==> config.mk <==
export PLATFORM = sky130hd
export DESIGN_NAME = uart_ctrl
export DESIGN_NICKNAME = d
export VERILOG_FILES = /design/src/rtl/uart_ctrl.sv
export SDC_FILE = /design/constraint.sdc
export NUM_CORES = 1
export LEC_CHECK = 0
export ABC_AREA = 1
export BUFFER_PORTS_ARGS = -buffer_cell sky130_fd_sc_hd__buf_2
export CORE_UTILIZATION = 55
export DETAILED_ROUTE_END_ITERATION = 10
export GPL_TIMING_DRIVEN = 1
export HOLD_SLACK_MARGIN = 0.02
export PLACE_DENSITY = 0.86
export SKIP_CTS_REPAIR_TIMING = 1
export SYNTH_ARGS = -nofsm -noshare
export SYNTH_HDL_FRONTEND = slang
export SYNTH_SLANG_ARGS = --single-unit
export TNS_END_PERCENT = 10
==> constraint.sdc <==
create_clock -name clk -period 4.8 [get_ports clk]
set_clock_uncertainty 0.15 [all_clocks]
set_input_delay 0.24 -clock clk [delete_from_list [all_inputs] [get_ports clk]]
set_output_delay 0.24 -clock clk [all_outputs]
set_load 0.1 [all_outputs]
==> src/rtl/uart_ctrl.sv <==
// uart_ctrl: bus-mapped 8N1 UART (TXD/RXD/CON) sequenced from a 16x-oversample baud tick.
// rdata is combinational and irq is registered one clk after a flag change; TXD writes while busy are dropped.
module uart_ctrl #(
  parameter logic [31:0] ADDR_TXD = 32'h4000_0018,
  parameter logic [31:0] ADDR_RXD = 32'h4000_001C,
  parameter logic [31:0] ADDR_CON = 32'h4000_0020,
  parameter int          OVS      = 16
) (
  input  logic        clk,
  input  logic        reset,
  input  logic        rd,
  input  logic        wr,
  input  logic [31:0] addr,
  input  logic [31:0] wdata,
  output logic [31:0] rdata,
  input  logic        baud_tick,
  input  logic        rxd,
  output logic        txd,
  output logic        irq
);
  localparam int            CW       = $clog2(OVS);
  localparam logic [CW-1:0] CNT_LAST = CW'(OVS - 1);
  localparam logic [CW-1:0] CNT_MID  = CW'(OVS / 2 - 1);

  typedef enum logic [1:0] {S_IDLE, S_START, S_DATA, S_STOP} state_e;

  logic sel_txd, sel_rxd, sel_con;
  logic wr_txd, wr_con, rd_rxd, rd_con;
  logic unused_wdata;

  assign sel_txd      = (addr == ADDR_TXD);
  assign sel_rxd      = (addr == ADDR_RXD);
  assign sel_con      = (addr == ADDR_CON);
  assign wr_txd       = wr & sel_txd;
  assign wr_con       = wr & sel_con;
  assign rd_rxd       = rd & sel_rxd;
  assign rd_con       = rd & sel_con;
  assign unused_wdata = ^wdata[31:8];

  // ---------------- transmitter ----------------
  state_e        tx_state_q, tx_state_d;
  logic [CW-1:0] tx_cnt_q, tx_cnt_d;
  logic [2:0]    tx_bit_q, tx_bit_d;
  logic [7:0]    tx_dat_q, tx_dat_d;
  logic          txd_q, txd_d;
  logic          tx_last, tx_done_set, tx_busy;

  assign tx_last = baud_tick && (tx_cnt_q == CNT_LAST);
  assign tx_busy = (tx_state_q != S_IDLE);

  always_comb begin
    tx_state_d  = tx_state_q;
    tx_cnt_d    = tx_cnt_q;
    tx_bit_d    = tx_bit_q;
    tx_dat_d    = tx_dat_q;
    txd_d       = txd_q;
    tx_done_set = 1'b0;
    if (tx_busy && baud_tick) begin
      tx_cnt_d = tx_last ? '0 : tx_cnt_q + CW'(1);
    end
    case (tx_state_q)
      S_IDLE: begin
        if (wr_txd) begin
          tx_dat_d   = wdata[7:0];
          tx_cnt_d   = '0;
          txd_d      = 1'b0;
          tx_state_d = S_START;
        end
      end
      S_START: begin
        if (tx_last) begin
          tx_bit_d   = 3'd0;
          txd_d      = tx_dat_q[0];
          tx_state_d = S_DATA;
        end
      end
      S_DATA: begin
        if (tx_last) begin
          if (tx_bit_q == 3'd7) begin
            txd_d      = 1'b1;
            tx_state_d = S_STOP;
          end else begin
            tx_bit_d = tx_bit_q + 3'd1;
            txd_d    = tx_dat_q[tx_bit_q + 3'd1];
          end
        end
      end
      S_STOP: begin
        if (tx_last) begin
          tx_done_set = 1'b1;
          tx_state_d  = S_IDLE;
        end
      end
      default: tx_state_d = S_IDLE;
    endcase
  end

  always_ff @(posedge clk or negedge reset) begin
    if (!reset) begin
      tx_state_q <= S_IDLE;
      tx_cnt_q   <= '0;
      tx_bit_q   <= 3'd0;
      tx_dat_q   <= 8'd0;
      txd_q      <= 1'b1;
    end else begin
      tx_state_q <= tx_state_d;
      tx_cnt_q   <= tx_cnt_d;
      tx_bit_q   <= tx_bit_d;
      tx_dat_q   <= tx_dat_d;
      txd_q      <= txd_d;
    end
  end

  // ---------------- receiver ----------------
  // Synchroniser resets to the idle-high line level so reset never looks like a start bit.
  logic          rx_s1_q, rx_s1_d, rx_s2_q, rx_s2_d;
  state_e        rx_state_q, rx_state_d;
  logic [CW-1:0] rx_cnt_q, rx_cnt_d;
  logic [2:0]    rx_bit_q, rx_bit_d;
  logic [7:0]    rx_sh_q, rx_sh_d;
  logic [7:0]    rx_dat_q, rx_dat_d;
  logic          rx_rdy_set;

  always_comb begin
    rx_s1_d    = rxd;
    rx_s2_d    = rx_s1_q;
    rx_state_d = rx_state_q;
    rx_cnt_d   = rx_cnt_q;
    rx_bit_d   = rx_bit_q;
    rx_sh_d    = rx_sh_q;
    rx_dat_d   = rx_dat_q;
    rx_rdy_set = 1'b0;
    case (rx_state_q)
      S_IDLE: begin
        if (!rx_s2_q) begin
          rx_cnt_d   = '0;
          rx_state_d = S_START;
        end
      end
      S_START: begin
        if (baud_tick) begin
          if (rx_cnt_q == CNT_MID) begin
            rx_cnt_d   = '0;
            rx_bit_d   = 3'd0;
            rx_state_d = rx_s2_q ? S_IDLE : S_DATA;
          end else begin
            rx_cnt_d = rx_cnt_q + CW'(1);
          end
        end
      end
      S_DATA: begin
        if (baud_tick) begin
          if (rx_cnt_q == CNT_LAST) begin
            rx_cnt_d = '0;
            rx_sh_d  = {rx_s2_q, rx_sh_q[7:1]};
            rx_bit_d = rx_bit_q + 3'd1;
            if (rx_bit_q == 3'd7) rx_state_d = S_STOP;
          end else begin
            rx_cnt_d = rx_cnt_q + CW'(1);
          end
        end
      end
      S_STOP: begin
        if (baud_tick) begin
          if (rx_cnt_q == CNT_LAST) begin
            rx_cnt_d   = '0;
            rx_state_d = S_IDLE;
            if (rx_s2_q) begin
              rx_dat_d   = rx_sh_q;
              rx_rdy_set = 1'b1;
            end
          end else begin
            rx_cnt_d = rx_cnt_q + CW'(1);
          end
        end
      end
      default: rx_state_d = S_IDLE;
    endcase
  end

  always_ff @(posedge clk or negedge reset) begin
    if (!reset) begin
      rx_s1_q    <= 1'b1;
      rx_s2_q    <= 1'b1;
      rx_state_q <= S_IDLE;
      rx_cnt_q   <= '0;
      rx_bit_q   <= 3'd0;
      rx_sh_q    <= 8'd0;
      rx_dat_q   <= 8'd0;
    end else begin
      rx_s1_q    <= rx_s1_d;
      rx_s2_q    <= rx_s2_d;
      rx_state_q <= rx_state_d;
      rx_cnt_q   <= rx_cnt_d;
      rx_bit_q   <= rx_bit_d;
      rx_sh_q    <= rx_sh_d;
      rx_dat_q   <= rx_dat_d;
    end
  end

  // ---------------- control/status and interrupt ----------------
  // Flag sets are ORed in after the read-clear so a coincident set survives.
  logic [1:0] en_q, en_d;
  logic       done_q, done_d, rdy_q, rdy_d, irq_q, irq_d;
  logic [4:0] con_val;

  always_comb begin
    en_d   = wr_con ? wdata[1:0] : en_q;
    done_d = tx_done_set | (done_q & ~rd_con);
    rdy_d  = rx_rdy_set | (rdy_q & ~rd_rxd);
    irq_d  = (en_q[0] & done_q) | (en_q[1] & rdy_q);
  end

  always_ff @(posedge clk or negedge reset) begin
    if (!reset) begin
      en_q   <= 2'b00;
      done_q <= 1'b0;
      rdy_q  <= 1'b0;
      irq_q  <= 1'b0;
    end else begin
      en_q   <= en_d;
      done_q <= done_d;
      rdy_q  <= rdy_d;
      irq_q  <= irq_d;
    end
  end

  assign con_val = {tx_busy, rdy_q, done_q, en_q};

  always_comb begin
    rdata = 32'd0;
    if (rd) begin
      if (sel_txd)      rdata = {24'd0, tx_dat_q};
      else if (sel_rxd) rdata = {24'd0, rx_dat_q};
      else if (sel_con) rdata = {27'd0, con_val};
    end
  end

  assign txd = txd_q;
  assign irq = irq_q;

endmodule

# After elaboration in Yosys (flattened, before gate mapping)

Index checks and enable logic that the tools add are counted.

Add/sub/neg operators: 4
Magnitude comparators: 1
Eq/ne operators: 29
Mux-type cells: 52
Bitwise operators: 13
Reduce and logical (&&, ||, !) cells: 18

Operators with widths:

| operator                                         | count |
|---|---|
| == test 32 x 31 -> 1 bit (second input constant) | 3 |
| 2-to-1 mux 4 bit                                 | 9 |
| 2-to-1 mux 2 bit                                 | 14 |
| != test 2 bit (second input constant)            | 14 |
| 2-to-1 mux 8 bit                                 | 3 |
| 2-to-1 mux 3 bit                                 | 7 |
| one-hot mux 2 bit (4 select lines)               | 2 |
| one-hot mux 3 bit (2 select lines)               | 2 |
| one-hot mux 4 bit (3 select lines)               | 1 |
| AND reduction 4 bit                              | 3 |
| 2-to-1 mux 1 bit                                 | 11 |
| AND reduction 5 bit                              | 2 |
| adder 4 x 1 -> 4 bit (second input constant)     | 2 |
| AND 1 bit                                        | 8 |
| == test 2 bit (second input constant)            | 4 |
| == test 4 bit (second input constant)            | 2 |
| AND reduction 8 bit                              | 1 |
| adder 3 x 1 -> 3 bit (second input constant)     | 2 |
| == test 3 bit (second input constant)            | 2 |
| AND reduction 3 bit                              | 2 |
| nonzero test 2 bit                               | 3 |
| 2-to-1 mux 5 bit                                 | 1 |
| == test 2 x 1 -> 1 bit (second input constant)   | 2 |
| == test 4 x 3 -> 1 bit (second input constant)   | 1 |
| 11 further kinds                                 | 16 |

Register bits after elaboration: 50
Input bits: 70
Output and inout port bits: 34
Word-level logic and storage cells: 133

# Depth between registers and ports, before layout

Depth in word-level cells: 6
Gate-level depth with buffers: 11
Gate-level depth less buffers: 10

# Worst setup path before layout

No wires, ideal clock.

Kind: input-to-output
Start: in addr[13]
End: out rdata[5]
Arrival: 2.476 ns
Required time: 4.410 ns
Slack: 1.934 ns
Cell stages on the path: 7
Path buffers: 0
Cell sequence: nor2_1 -> nand3_1 -> nor2_2 -> nand2_1 -> nor2_1 -> nand3_1 -> a21oi_1

Cells in the longest elaborated chain, start to end: 4
Elaborated cells between the ends (all ways): 5
Those cells by class: eq/ne (2); mux (3)

RTL lines:

| element                  | RTL line | source |
|---|---|---|
| start: declaration       | 13       | `input logic [31:0] addr,` |
| == test 32 x 31 -> 1 bit | 32       | `assign sel_rxd = (addr == ADDR_RXD);` |
| 2-to-1 mux 8 bit         | 234      | `else if (sel_rxd) rdata = {24'd0, rx_dat_q};` |
| 2-to-1 mux 8 bit *       | 233      | `if (sel_txd) rdata = {24'd0, tx_dat_q};` |
| 2-to-1 mux 8 bit *       | 232      | `if (rd) begin` |
| end: declaration         | 15       | `output logic [31:0] rdata,` |

Mark *: on every way between the ends. The rest lies on a longest branch, timed or not.

# Worst setup path in the final report

Start: reg tx_state_q[0]
End: out rdata[4]

Cells in the longest elaborated chain, start to end: 5

RTL lines:

| element                  | RTL line | source |
|---|---|---|
| start: declaration       | 41       | `state_e tx_state_q, tx_state_d;` |
| start signal: assignment | 106      | `tx_state_q <= tx_state_d;` |
| nonzero test 2 bit       | 49       | `assign tx_busy = (tx_state_q != S_IDLE);` |
| 2-to-1 mux 5 bit         | 235      | `else if (sel_con) rdata = {27'd0, con_val};` |
| 2-to-1 mux 8 bit         | 234      |  |
| 2-to-1 mux 8 bit         | 233      |  |
| 2-to-1 mux 8 bit         | 232      |  |

Every way passes these cells.

==> out/results.tsv <==
metric	value	unit
rsz0062_at_grt	false	
swShare	0.328	
grt_max_degree	51	
n_fill_cell	459	
critical_path_arrival	2.03	ns
nNetsFinal	550	
min_period	2.42	ns
holdPathEnd	tx_dat_q[2]	
ant_nets	0	
die_y	76.7	µm
hold_path_class	input pin to flip-flop	
yosys.area_share.xor_xnor	0.00285	
critical_path_class	flip-flop to output port	
regArea	1250	µm²
wl_per_cell	11.6	µm
worstSetupEndpointType	output port	
synth_top_area_frac	0.383	
clkLatencyLatePin	0.31	ns
synthMuxAreaShare	0.00693	
fin_hold_ws	0.0162	ns
worstReg2RegEnd	rx_dat_q[0]	
max_slew_margin	0.591	
first_pass_iters	4	
yosys.area.top_type	dfrtp_1	
final-hold-violation-count	0	
die_x	76.7	µm
rows	26	
period_share	0.504	
cts_tree	done	
r2r_slack	2.84	ns
yosysSeqAreaShare	0.409	
p_clk_frac	0.325	
hp-start	wdata[2]	
die_area	5880	µm²
syn_area_per_cell	7.48	µm²
report.final.slew_viol_count	0	
dpl_worst_slack	2.44	ns
final_area	3470	µm²
wl	6.28	mm
first_iter_violations	131	
cts_root_buf	clkbuf_8	
combPwrFrac	0.232	
synth_simple_gate_area_frac	0.261	
p_int	725	µW
syn_to_final_growth	13.2	%
ir_drop	0.331	mV
synth_top_family_by_area	simple AND/OR/NAND/NOR gates	
placed_area	3320	µm²
clk_pin_slew_worst_paths	0.09	ns
cts_max_level	2	
holdPathStages	3	
viasPerCell	4.99	
vias	2693	
status	finished, final reports clean	
ios	104	
r2r-start	rx_cnt_q[0]	
synth_adder_area_share	0.0449	
antenna_cells	0	
cp_max_fo	6	
grt_antenna_before_repair	0	
p_leak	0.00184	µW
syn_area	3070	µm²
routabilityCongestion	0.862	
drv_cap	0	
layoutNonFillerInstCount	540	
start_kind	flip-flop	
seqPwrFrac	0.443	
worst_pin_slew	0.613	ns
cts_buffer_depth	2	
synth_seq_cells	50	
p_per_area	311	nW/µm²
core_area	5240	µm²
hpwl	4.72	mm
setup_viol	0	
synthDistinctLibCells	37	
synth_compound_area_frac	0.124	
syn_inst	410	
netSwitchingPower	354	µW
grt-ovfl-total	0	
cts.sinks	50	
reg2reg_depth	5	
max_freq	414	MHz
fin_setup_tns	0	ns
grt_util_all_layers	0.220	
grt_pass1_wl	10.3	mm
yosys_warnings	0	
io_buffer_count	55	
yosys-top-cells-area	dfrtp_1 38%, nand2_1 13%, inv_1 7.7%	
cp.required	4.41	ns
drive_above_1_share	0.189	
initial_utilization	0.586	
dpl.cell_count	530	
fin_ws	2.38	ns
multi_input_area	1440	µm²
grt_pass1_vias	2496	
drc	0	
cts_made_buffers	5	
state kept, by name (all words and copies together) (netlist names), 2 cells and up, named ones only:
register    flops
en_q            2
rx_bit_q        3
rx_cnt_q        4
rx_dat_q        8
rx_sh_q         8
tx_bit_q        3
tx_cnt_q        4
tx_dat_q        8
tx_state_q      2
worst max-delay path, cell delays in order (launching register included):
cell and delay [ns]:
dfrtp_1 0.42, inv_1 0.10, ha_1 0.32, inv_1 0.16
nand3_1 0.09, a21oi_1 0.17, buf_2 0.46
logic make-up after synthesis:
group,count (synthesis)
and+or+nand+nor,182
buffers and inverters,95
AOI/OAI and AO/OA,68
DFF,50
adders and majority gates,11
muxes,2
other,1
xor gates and xnor gates,1
layout by cell type (no fill, tap or decap), types with 2 or more instances in the layout:
cell type	Yosys	final
nand2_1	103	103
inv_2	2	2
dlygate4sd3_1	0	2
nand4_1	3	3
bufinv_16	0	2
inv_1	63	63
ha_1	11	11
a21boi_0	2	2
nand3_1	33	33
o21ai_0	36	36
o21ai_1	2	2
nor2_1	28	28
dfrtp_1	47	47
buf_2	1	55
nor2_2	5	5
o21ai_2	7	7
nor3_1	2	2
a21oi_1	18	18
conb_1	1	24
dfstp_2	3	3
clkbuf_8	0	5
per-layer routing:
metal,track usage,routed length [µm],vias up
met4,0.0846,108,0
met3,0.0464,467,11
met1,0.262,2760,1210
met2,0.385,2940,103
li1,-,-,1369
met5,0,0,-
how the worst max path moves through the flow:
stage / from / to / slack [ns]
finish: tx_state_q[0] / rdata[4] / 2.38
global route: tx_state_q[0] / rdata[4] / 2.29
CTS: tx_state_q[0] / rdata[4] / 2.39
detailed placement: addr[13] / rdata[7] / 2.44
global placement: addr[13] / rdata[6] / 2.51
floorplan: addr[13] / rdata[5] / 1.93
layout make-up:
type                            count  share of cell area
Sequential cell                    50               0.361
Multi-Input combinational cell    288               0.414
Inverter                           66              0.0728
Timing Repair Buffer               58              0.0872
Clock inverter                      3              0.0198
Tap cell                           70              0.0252
Clock buffer                        5              0.0198
power by group through the flow:
| stage | sequential, µW | clock, µW | combinational [µW] |
|---|---|---|---|
| after floorplan | 477 | 0 | 216 |
| after global placement | 486 | 0 | 237 |
| after detailed placement | 487 | 0 | 245 |
| after CTS | 478 | 356 | 249 |
| after global routing | 483 | 369 | 277 |
| final | 478 | 351 | 250 |
stage by stage:
step            util  total power [µW]
2_1_floorplan      -               693
3_3_place_gp   0.633               723
3_5_place_dp   0.633               732
4_1_cts        0.659              1080
5_1_grt        0.663              1130
6_report       0.663              1080
cells in the mapped netlist (all sizes together):
| cell | number |
|---|---|
| a211oi | 1 |
| nor3 | 2 |
| mux2i | 1 |
| mux2 | 1 |
| ha | 11 |
| inv | 66 |
| or2 | 1 |
| dfrtp | 47 |
| dfstp | 3 |
| buf | 26 |
| nand3 | 34 |
| nand2 | 104 |
| o21bai | 1 |
| nand3b | 1 |
| conb | 1 |
| clkbuf | 3 |
| a21oi | 18 |
| o21ai | 45 |
| and3 | 1 |
| xor2 | 1 |
| nor2 | 34 |
| a22o | 1 |
| and2 | 1 |
| a21boi | 2 |
| nand4 | 4 |
No activity file was read; power rests on OpenSTA's default activity.
